--- src/rtl/tribus_pkg.sv ---
// Shared types and elaboration helpers for the tristate-bus arbiter.
package tribus_pkg;

  typedef enum logic [1:0] {IDLE, GRANT, TURN} state_e;

  function automatic int clog2(input int v);
    int r;
    r = 0;
    while ((1 << r) < v) r++;
    return r;
  endfunction

  function automatic bit params_legal(input int n, input int turn_cyc, input int max_hold);
    return (n >= 2) && (n <= 16) && (turn_cyc >= 1) && (max_hold >= 0);
  endfunction

endpackage

--- src/rtl/tribus_arbiter_rr_pick.sv ---
// Round-robin picker: first set request at or after the pointer, wrapping mod N.
module rr_pick
  import tribus_pkg::*;
#(
  parameter int N  = 4,
  parameter int PW = clog2(N)
) (
  input  logic [N-1:0]  req_i,
  input  logic [PW-1:0] ptr_i,
  output logic          valid_o,
  output logic [PW-1:0] idx_o
);

  // ptr_i is always < N, so a single conditional subtract is enough to wrap
  function automatic logic [PW-1:0] wrap(input logic [PW-1:0] p, input int k);
    int s;
    s = int'(p) + k;
    if (s >= N) s = s - N;
    return PW'(s);
  endfunction

  // Scan from the farthest slot down so the nearest hit is written last
  always_comb begin
    valid_o = 1'b0;
    idx_o   = '0;
    for (int k = N - 1; k >= 0; k--) begin
      if (req_i[wrap(ptr_i, k)]) begin
        valid_o = 1'b1;
        idx_o   = wrap(ptr_i, k);
      end
    end
  end

endmodule

--- src/rtl/tribus_arbiter.sv ---
// Round-robin arbiter driving one-hot enables of shared tristate bus drivers,
// with a bounded hold time and a guaranteed all-off turnaround between owners.
module tribus_arbiter
  import tribus_pkg::*;
#(
  parameter int N        = 4,
  parameter int TURN_CYC = 1,
  parameter int MAX_HOLD = 8
) (
  input  logic                CLK,
  input  logic                RST,
  input  logic [N-1:0]        REQ,
  output logic [N-1:0]        GNT,
  output logic [clog2(N)-1:0] OWNER,
  output logic                BUSY,
  output logic                PREEMPT
);

  localparam int OW = clog2(N);
  localparam int HW = (MAX_HOLD > 0) ? clog2(MAX_HOLD + 1) : 1;
  localparam int TW = (TURN_CYC > 1) ? clog2(TURN_CYC) : 1;

  if (!params_legal(N, TURN_CYC, MAX_HOLD)) begin : g_bad_params
    $error("tribus_arbiter: illegal parameters (need 2<=N<=16, TURN_CYC>=1, MAX_HOLD>=0)");
  end

  state_e        state_q;
  logic [OW-1:0] ptr_q, ptr_d, owner_q, pick_idx;
  logic [HW-1:0] hold_q;
  logic [TW-1:0] turn_q;
  logic [N-1:0]  gnt_q, pick_oh;
  logic          busy_q, preempt_q;
  logic          pick_vld, arb_en, hold_max, release_now;

  rr_pick #(.N(N), .PW(OW)) u_pick (
    .req_i  (REQ),
    .ptr_i  (ptr_q),
    .valid_o(pick_vld),
    .idx_o  (pick_idx)
  );

  assign pick_oh     = {{(N-1){1'b0}}, 1'b1} << pick_idx;
  assign hold_max    = (MAX_HOLD != 0) && (hold_q == HW'(MAX_HOLD));
  assign release_now = !REQ[owner_q] || hold_max;
  assign ptr_d       = (owner_q == OW'(N - 1)) ? '0 : owner_q + 1'b1;
  // IDLE and the final turnaround cycle share the same arbitration path
  assign arb_en      = (state_q == IDLE) || ((state_q == TURN) && (turn_q == '0));

  always_ff @(posedge CLK) begin
    if (RST) begin
      state_q   <= IDLE;
      ptr_q     <= '0;
      hold_q    <= '0;
      turn_q    <= '0;
      gnt_q     <= '0;
      owner_q   <= '0;
      busy_q    <= 1'b0;
      preempt_q <= 1'b0;
    end else begin
      preempt_q <= 1'b0;
      case (state_q)
        GRANT: begin
          if (release_now) begin
            state_q   <= TURN;
            gnt_q     <= '0;
            owner_q   <= '0;
            busy_q    <= 1'b0;
            ptr_q     <= ptr_d;
            hold_q    <= '0;
            turn_q    <= TW'(TURN_CYC - 1);
            // owner still asking means the hold limit forced it off
            preempt_q <= REQ[owner_q];
          end else if ((MAX_HOLD != 0) && !hold_max) begin
            hold_q <= hold_q + 1'b1;
          end
        end
        default: begin
          if (!arb_en) begin
            turn_q <= turn_q - 1'b1;
          end else if (pick_vld) begin
            state_q <= GRANT;
            gnt_q   <= pick_oh;
            owner_q <= pick_idx;
            busy_q  <= 1'b1;
            hold_q  <= HW'(1);
          end else begin
            state_q <= IDLE;
          end
        end
      endcase
    end
  end

  assign GNT     = gnt_q;
  assign OWNER   = owner_q;
  assign BUSY    = busy_q;
  assign PREEMPT = preempt_q;

endmodule

--- config.mk ---
export PLATFORM = sky130hd
export DESIGN_NAME = tribus_arbiter
export DESIGN_NICKNAME = d
export VERILOG_FILES = /design/src/rtl/tribus_pkg.sv /design/src/rtl/tribus_arbiter_rr_pick.sv /design/src/rtl/tribus_arbiter.sv
export SDC_FILE = /design/constraint.sdc
export NUM_CORES = 1
export LEC_CHECK = 0
export ABC_CLOCK_PERIOD_IN_PS = 4100
export CAP_MARGIN = 20
export CORE_MARGIN = 2
export CORE_UTILIZATION = 60
export CTS_CLUSTER_DIAMETER = 200
export CTS_CLUSTER_SIZE = 16
export DETAILED_ROUTE_END_ITERATION = 8
export DONT_BUFFER_PORTS = 1
export GPL_TIMING_DRIVEN = 1
export MAX_ROUTING_LAYER = met4
export PLACE_DENSITY = 0.76
export SYNTH_ARGS = -nofsm -noshare
export SYNTH_HDL_FRONTEND = slang
export SYNTH_SLANG_ARGS = --single-unit
--- constraint.sdc ---
create_clock -name CLK -period 4.1 [get_ports CLK]
set_clock_uncertainty 0.2 [all_clocks]
set_input_delay 1.025 -clock CLK [delete_from_list [all_inputs] [get_ports CLK]]
set_output_delay 1.025 -clock CLK [all_outputs]
set_load 0.03 [all_outputs]
==> flow_summary.yaml <==
global_routing:
  grt_pass1_vias: 601
  grt_usage_pct: 19.32
  overflow: 0
  grt_start_max_net_pins: 11
  antenna_found_initial: 0
  grt_pass1_wl_um: 2587
clock_tree:
  cts_sinks: 17
  cts_buffer_depth: 2
  cts_inserted_buffers: 3
  insertion_delay_ns: 0.29
  cts_root_buf: "clkbuf_4"
  htreeDepth: 1
  clk_pin_slew_worst_paths_ns: 0.10
  post_cts_buffers: 0
  cts_tree: "yes"
  hold_buffers: 0
  cts_resized: 0
floorplanning:
  core_area_mm2: 0.001301
  die_h_um: 41.52
  start_util_pct: 64.90
  die-area_mm2: 0.001724
  ioPinCount: 14
  rows: 13
  die_w_um: 41.52
pwr:
  switching_power_mw: 0.1267
  p_comb_share_pct: 21.2
  p_clk_share_pct: 23.1
  p_leak_nw: 0.3307
  pwr_density_cell_mw_per_mm2: 445.3
  internal-power_mw: 0.2594
  p_seq_share_pct: 55.7
  p_sw_share_pct: 32.82
  max-vdd-ir-drop_uv: 246.4
routing:
  dr.pass1.iters: 4
  wl_met3_um: 51
  wl_per_cell_um: 14.83
  wirelength_um: 1468
  ant_nets: 0
  num_vias: 645
  wl_met2_um: 686
  wl_met1_um: 705
  top_layer: "met4"
  drcViolationCount: 0
  post_drt_via_cell_ratio: 6.515
  dr.first_iter.drc_count: 30
critical_path:
  cp_slowest_cell: "mux4_1"
  path_class: "in -> reg"
  critPathArrivalTime_ns: 2.21
  r2r_cells: 4
  worst_setup_path_start_kind: "input port"
  critPathMaxFanout: 5
  cp.required_ns: 4.09
  r2r_setup_slack_ns: 1.90
  rr_startpoint: "OWNER[1]$_SDFFE_PP0P_"
  rr_endpoint: "turn_q$_SDFFE_PP0P_"
  cp_cell_sequence: "mux4_1, a21oi_4, nor2_1, a32o_1"
  cpPeakStageDelay_ns: 0.56
  crit_family: "multiplexers"
  critPathBufInv: 0
  cp-end-kind: "flop"
sta:
  timing.setup.tns_ns: 0
  final-setup-viol-count: 0
  hold_slack_ns: 0.3090
  final_max_slew_viol_count: 0
  maxSlewHeadroom_pct: 69.79
  hold_violations: 0
  fin_crit_ns: 2.216
  worst_pin_slew_ns: 0.4525
  setup_ws_ns: 1.884
  rsz0062_at_grt: "false"
  period_share_pct: 54.04
  fmax_mhz: 451.3
place:
  portBuffers: 0
  gp_congestion: 0.7550
  dpl.hpwl_um: 1111
  dp_worst_setup_slack_ns: 1.589
  place_inst: 95
logic_synthesis:
  netlist_area_um2: 844.6
  netlist_instances: 82
  synthArstFlopShare_pct: 0
  ys_warn_count: 0
  syn_area_per_cell_um2: 10.30
  syn_nets: 91
  synth_cell_types: 35
  yosysSeqAreaShare_pct: 40.30
  synth_flop_cell: "dfxtp_1"
  ys_ff_latch: 17
  synth_edf_count: 0
cells_and_area:
  final_cell_mix: "dfxtp_1, nor2_1, a32o_1, a21oi_1"
  layout_commonest_cell: "dfxtp_1"
  final_nets: 94
  diodes: 0
  final_core_util_pct: 66.63
  drive_above_1_share_pct: 9.524
  nFillCells: 112
  final_cells: 99
  area.growth.synth_to_final_pct: 2.667
min_path:
  holdCritStartpoint: "hold_q[2]$_SDFFE_PP0P_"
  worstHoldPathCells: 2
  hold_path_class: "reg -> reg"
  whs_endpoint: "hold_q[2]$_SDFFE_PP0P_"
status:
  outcome: "completed"
run:
  drv_cap: 0
==> worst min-delay path: stages, from the launching register on <==
cell and delay [ns]:
dfxtp_1 0.35, nand2_1 0.07, a31oi_1 0.06
==> through the flow <==
stage / instance area [um2] / total power, mW
6_report: 867.1 / 0.3861
5_1_grt: 867.1 / 0.4039
4_1_cts: 867.1 / 0.3860
3_5_place_dp: 840.8 / 0.3002
3_3_place_gp: 840.8 / 0.2988
2_1_floorplan: 844.6 / 0.2897
==> registers in the layout (all words and copies together) (netlist names) <==
| register | flops |
|---|---|
| ptr_q | 2 |
| BUSY | 1 |
| state_q | 2 |
| GNT | 4 |
| OWNER | 2 |
| turn_q | 1 |
| hold_q | 4 |
| PREEMPT | 1 |
==> cells in the mapped netlist (2+ instances only) <==
cell / n / share of area (%)
mux2i_1: 2 / 2.4
a21oi_1: 4 / 2.4
and2_1: 2 / 1.5
buf_6: 2 / 2.7
nor2b_1: 3 / 2.2
nor2_1: 8 / 3.6
dfxtp_1: 17 / 40
inv_1: 3 / 1.3
nand3b_1: 2 / 1.8
nand2_1: 2 / 0.89
ha_1: 3 / 4.4
a32o_1: 5 / 5.9
a22o_1: 2 / 2.1
a21o_1: 3 / 2.7
o21ai_0: 2 / 1.2
nand2b_1: 3 / 2.2
==> power by group through the flow <==
| stage | Clock, mW | Combinational [mW] | Sequential (mW) |
|---|---|---|---|
| 5_1_grt | 0.0939 | 0.0921 | 0.218 |
| 6_report | 0.0891 | 0.0819 | 0.215 |
| 3_3_place_gp | 0 | 0.0800 | 0.219 |
| 4_1_cts | 0.0892 | 0.0818 | 0.215 |
| 3_5_place_dp | 0 | 0.0812 | 0.219 |
| 2_1_floorplan | 0 | 0.0752 | 0.214 |
==> layer usage <==
layer | GRT usage, % | vias to the layer above
met5 | - | -
met4 | 7.742 | 0
met3 | 3.043 | 4
met2 | 28.75 | 13
met1 | 26.32 | 319
li1 | - | 309
==> layout make-up <==
class | instances | area [um2] | share of cell area (%)
Clock buffer | 4 | 26.28 | 3.030
Inverter | 3 | 11.26 | 1.299
Multi-Input combinational cell | 60 | 470.5 | 54.26
Sequential cell | 17 | 340.3 | 39.25
Tap cell | 15 | 18.77 | 2.165
==> logic make-up after synthesis <==
kind of cell,count (synthesis),share of synthesized area (%)
simple gates,30,22.82
compound gates,24,22.97
fa+ha+maj,3,4.445
mux,3,5.482
buf+inv,5,4.000
flops,17,40.30
==> how the worst max path moves through the flow <==
| stage | slack [ns] | to | cells past startpoint | start |
|---|---|---|---|---|
| 6_report | 1.88 | turn_q$_SDFFE_PP0P_ | 4 | REQ[2] |
| 2_1_floorplan | 1.60 | GNT[0]$_SDFFE_PP0P_ | 5 | REQ[1] |
| 5_1_grt | 1.82 | turn_q$_SDFFE_PP0P_ | 4 | OWNER[1]$_SDFFE_PP0P_ |
| 3_5_place_dp | 1.59 | turn_q$_SDFFE_PP0P_ | 4 | REQ[2] |
| 3_3_place_gp | 1.62 | hold_q[0]$_SDFFE_PP0P_ | 4 | REQ[1] |
| 4_1_cts | 1.89 | turn_q$_SDFFE_PP0P_ | 4 | REQ[2] |
No activity file was read; power rests on OpenSTA's default activity.
==> variant 1, RTL diff (same settings) <==
Reset style: asynchronous (`RST`), changed in one clocked block.
--- a/src/rtl/tribus_arbiter.sv
+++ b/src/rtl/tribus_arbiter.sv
@@ -46,7 +46,7 @@
   // IDLE and the final turnaround cycle share the same arbitration path
   assign arb_en      = (state_q == IDLE) || ((state_q == TURN) && (turn_q == '0));
 
-  always_ff @(posedge CLK) begin
+  always_ff @(posedge CLK or posedge RST) begin
     if (RST) begin
       state_q   <= IDLE;
       ptr_q     <= '0;
Formal check against the unedited RTL: differs if RST is asserted again (counterexample within 4 cycles, from zero or initial values and one cycle with RST high); with RST held inactive, the same outputs for 10 cycles.
==> variant 1 against the unedited design <==
Synthesized area rose by 2.7%; sequential share of layout area rose by 7.8 points; via count fell by 0.78%; worst setup slack got worse by 0.24 ns; wire length rose by 12%; final cell count did not move; cell area rose by 4.3%; sequential cell count did not move; critical path type unchanged; critical endpoint is now GNT[2].
Power is not compared: it rests on default switching activity, and its combinational part moved more than twofold at a synthesized area within 25%.
==> variant 1: results (changes against the unedited design) <==
| Metric | Value |
|---|---|
| Status | `completed` |
| Reg clk slew, reported paths | `0.09 ns` |
| Ys flop type | `dfrtp_1` |
| Cts repair resizes | `0 (unchanged)` |
| Area post-placement | `877 sq um (+4.3%)` |
| Layout cells sized above 1 | `0.155 (+0.0595)` |
| Post-Synth Adder-Cell Area | `0.0433 (-0.00115)` |
| Max Root-Sink Buffers | `2 (unchanged)` |
| Drt wl/cell | `16.6 um (+12%)` |
| Via Count | `640 (-0.78%)` |
| Vias in the first global route | `645 (+7.3%)` |
| Compound-Gate Fraction of Synth Area | `0.189 (-0.0406)` |
| Antenna violations before repair | `0 (unchanged)` |
| Crit-path max FO | `13 (+8)` |
| CTS H-tree lvls | `1 (unchanged)` |
| P_leak | `0.427 nW` |
| Worst Path Arrival | `2.44 ns (+0.23 ns)` |
| Hold Path Class | `flip-flop to flip-flop` |
| Drt first pass iters | `4 (unchanged)` |
| GRT Util Overall | `0.217 (+0.0233)` |
| Worst path top cell family by delay | `compound AO/OA/AOI/OAI gates` |
| Synth cell types | `31 (-11%)` |
| Worst Tran Pin Value | `1.03 ns (+0.577 ns)` |
| Synth Area in XOR/XNOR | `0 (unchanged)` |
| Ys Warns | `0 (unchanged)` |
| Max VDD drop | `0.000404 V` |
| Detail Placement HPWL | `1220 um (+9.7%)` |
| Port buffer count | `0 (unchanged)` |
| Ranking of synthesized cells by area | `dfrtp_1 49%, ha_1 4.3%, nand2_1 3.9%` |
| DRT iter0 DRCs | `5 (-83%)` |
| Mux contribution to synthesized area | `0.0505 (-0.00431)` |
| Worst setup EP type | `flip-flop` |
| Pre-CTS WS | `1.34 ns (-0.251 ns)` |
| First-pass GRT wire length | `2770 um (+6.9%)` |
| Highest cell delay on the worst timing path | `0.92 ns (+0.36 ns)` |
| Register area share after synthesis | `0.491 (+0.0877)` |
| FFs w/ async S/R, synth | `1.00 (+1.00)` |
| Syn nets | `91 (unchanged)` |
| Synth cell count leaders | `17 x dfrtp_1, 9 x nand2_1, 5 x nor2_1` |
| RePlAce Congestion | `0.904 (+20%)` |
| Largest net degree at the start of global routing | `18 (+7)` |
| CP max-delay cell | `o41ai_2` |
| Clock Latency Late Sink | `0.29 ns (about the same)` |
variant 1: cell type report:
class,count,area [sq um]
Clock buffer,3,22.5
Sequential cell,17,425
Fill cell,105,413
Multi-Input combinational cell,59,418
Inverter,4,15.0
Clock inverter,1,5.00
Tap cell,15,18.8
variant 1: worst paths after layout:
check / startpoint / to / slack [ns] / cells after the start
max: REQ[1] / GNT[2] / 1.65 / 3
min: ptr_q[0] / ptr_q[0] / 0.36 / 2
max in group asynchronous: RST / state_q[1] / 2.81 / 1
max reg2reg: OWNER[1] / hold_q[3] / 1.96 / 4
min reg2reg: ptr_q[0] / ptr_q[0] / 0.36 / 2
min in group asynchronous: RST / hold_q[2] / 0.48 / 1
variant 1: through the flow:
stage	instances	hold slack (ns)	utilization
CTS	99	0.368	0.687
finish	99	0.357	0.687
global placement	95	0.322	0.666
floorplan	82	0.282	-
detailed placement	95	0.346	0.666
global route	99	0.392	0.687
variant 1: cells by family after synthesis:
family                     after synthesis
and+or+nand+nor                         32
AOI/OAI and AO/OA                       21
DFF                                     17
buffers and inverters                    6
muxes                                    3
adders and majority gates                3
variant 1: worst register-to-register path, cell delays in order, from the launching register on:
cell and delay (ns):
dfrtp_1 0.59, mux4_2 0.58, and3_4 0.21, and3_1 0.17, a211o_1 0.27
variant 1: routing by layer:
metal | track usage | wire length (um) | part of all wire
met2 | 0.356 | 853 | 0.52
met3 | 0.0474 | 82 | 0.050
met5 | - | 0 | 0
met4 | 0.138 | 21 | 0.013
met1 | 0.237 | 682 | 0.42
variant 1: power groups by stage:
stage	Clock (mW)	Sequential [mW]	Combinational, mW
after CTS	0.0926	0.349	0.259
after floorplan	0	0.336	0.225
after detailed placement	0	0.353	0.258
final	0.0897	0.349	0.256
after global routing	0.0989	0.358	0.293
after global placement	0	0.350	0.254
==> variant 2, RTL diff (config.mk and constraints unchanged) <==
Without the edit above. `MAX_HOLD`: 8 -> 9.
--- a/src/rtl/tribus_arbiter.sv
+++ b/src/rtl/tribus_arbiter.sv
@@ -5,7 +5,7 @@
 #(
   parameter int N        = 4,
   parameter int TURN_CYC = 1,
-  parameter int MAX_HOLD = 8
+  parameter int MAX_HOLD = 9
 ) (
   input  logic                CLK,
   input  logic                RST,
Formal check against the unedited RTL: not equivalent (a bounded check fails within 10 cycles, from zero or initial values and one cycle with RST high).
==> variant 2 against the unedited design <==
Final cell count is the same; combinational power down 2.9%; sequential share of layout area rose by 0.69 points; cell area shrank 1.7%; worst setup slack improved by 0.031 ns; synthesized area is 4.0% lower; worst hold slack got worse by 0.0035 ns; sequential cell count did not move; synthesized cell count fell by 1.2%; clock power shrank 2%; first-iteration DRC count is 67% lower; wire length grew 4.0%; total power fell by 1.0%; largest power group unchanged.
==> variant 2: results (changes against the unedited design) <==
| Metric | Value |
|---|---|
| Flop pwr share | `0.564 (+0.007)` |
| First-pass GRT wire length | `2170 um (-16%)` |
| Vias in the first global route | `536 (-11%)` |
| Register area share after synthesis | `0.420 (+0.0168)` |
| Syn nets | `90 (-1.1%)` |
| Status | `completed` |
| Highest cell delay on the worst timing path | `0.53 ns (-0.03 ns)` |
| Pre-CTS WS | `1.63 ns (+0.0422 ns)` |
| Via-to-Cell Ratio | `6.37 (-2.2%)` |
| Mux contribution to synthesized area | `0.0525 (-0.00235)` |
| Synth cell count leaders | `17 x dfxtp_1, 8 x nor2_1, 5 x a21oi_1, 5 x a32o_1, 4 x nor2b_1` |
| Final nets | `94 (unchanged)` |
| Clock share of power | `0.228 (-0.003)` |
| Hold Path Class | `flip-flop to flip-flop` |
| Area post-placement | `826 sq um (-1.8%)` |
| Sw Pwr | `125 uW (-1.5%)` |
| Compound-Gate Fraction of Synth Area | `0.235 (+0.00494)` |
| Drt wl/cell | `15.4 um (+4.0%)` |
| Detail Placement HPWL | `1160 um (+4.5%)` |
| Ranking of synthesized cells by area | `dfxtp_1 42%, a32o_1 6.2%, ha_1 4.6%` |
| Post-Synth Adder-Cell Area | `0.0463 (+0.00185)` |
| GRT Util Overall | `0.204 (+0.0112)` |
| CP max-delay cell | `or4_4` |
| Crit-path max FO | `6 (+1)` |
| Synth cell types | `32 (-8.6%)` |
| DRT iter0 DRCs | `10 (-67%)` |
| Layout cells sized above 1 | `0.0952 (unchanged)` |
| RePlAce Congestion | `0.756 (+0.16%)` |
| Worst path top cell family by delay | `simple AND/OR/NAND/NOR gates` |
| Max VDD drop | `0.000297 V (+21%)` |
| Worst rel slew slack | `0.657 (-0.0404)` |
| P_leak | `0.318 nW (-4.0%)` |
| Ys Warns | `0 (unchanged)` |
==> variant 2: layout make-up <==
cell class                      count  area (sq um)
Clock buffer                        4          26.3
Fill cell                         107           433
Inverter                            2          7.51
Multi-Input combinational cell     61           459
Sequential cell                    17           340
Tap cell                           15          18.8
==> variant 2: final timing paths <==
check	startpoint	to	slack (ns)
worst max-delay path	REQ[3]	hold_q[0]	1.92
worst min-delay path	hold_q[1]	hold_q[1]	0.31
worst max register to register	OWNER[0]	turn_q	1.94
worst min register to register	hold_q[1]	hold_q[1]	0.31
==> variant 2: metrics by stage <==
step	std cells	total power [mW]
3_5_place_dp	95	0.298
2_1_floorplan	81	0.282
3_3_place_gp	95	0.294
5_1_grt	99	0.400
4_1_cts	99	0.385
6_report	99	0.382
==> variant 2: metal layers <==
layer | global-route usage | part of all wire | vias to the layer above
li1 | - | - | 313
met4 | 0.0750 | 0.012 | 0
met1 | 0.267 | 0.48 | 296
met3 | 0.0489 | 0.063 | 2
met5 | - | 0 | -
met2 | 0.306 | 0.44 | 20
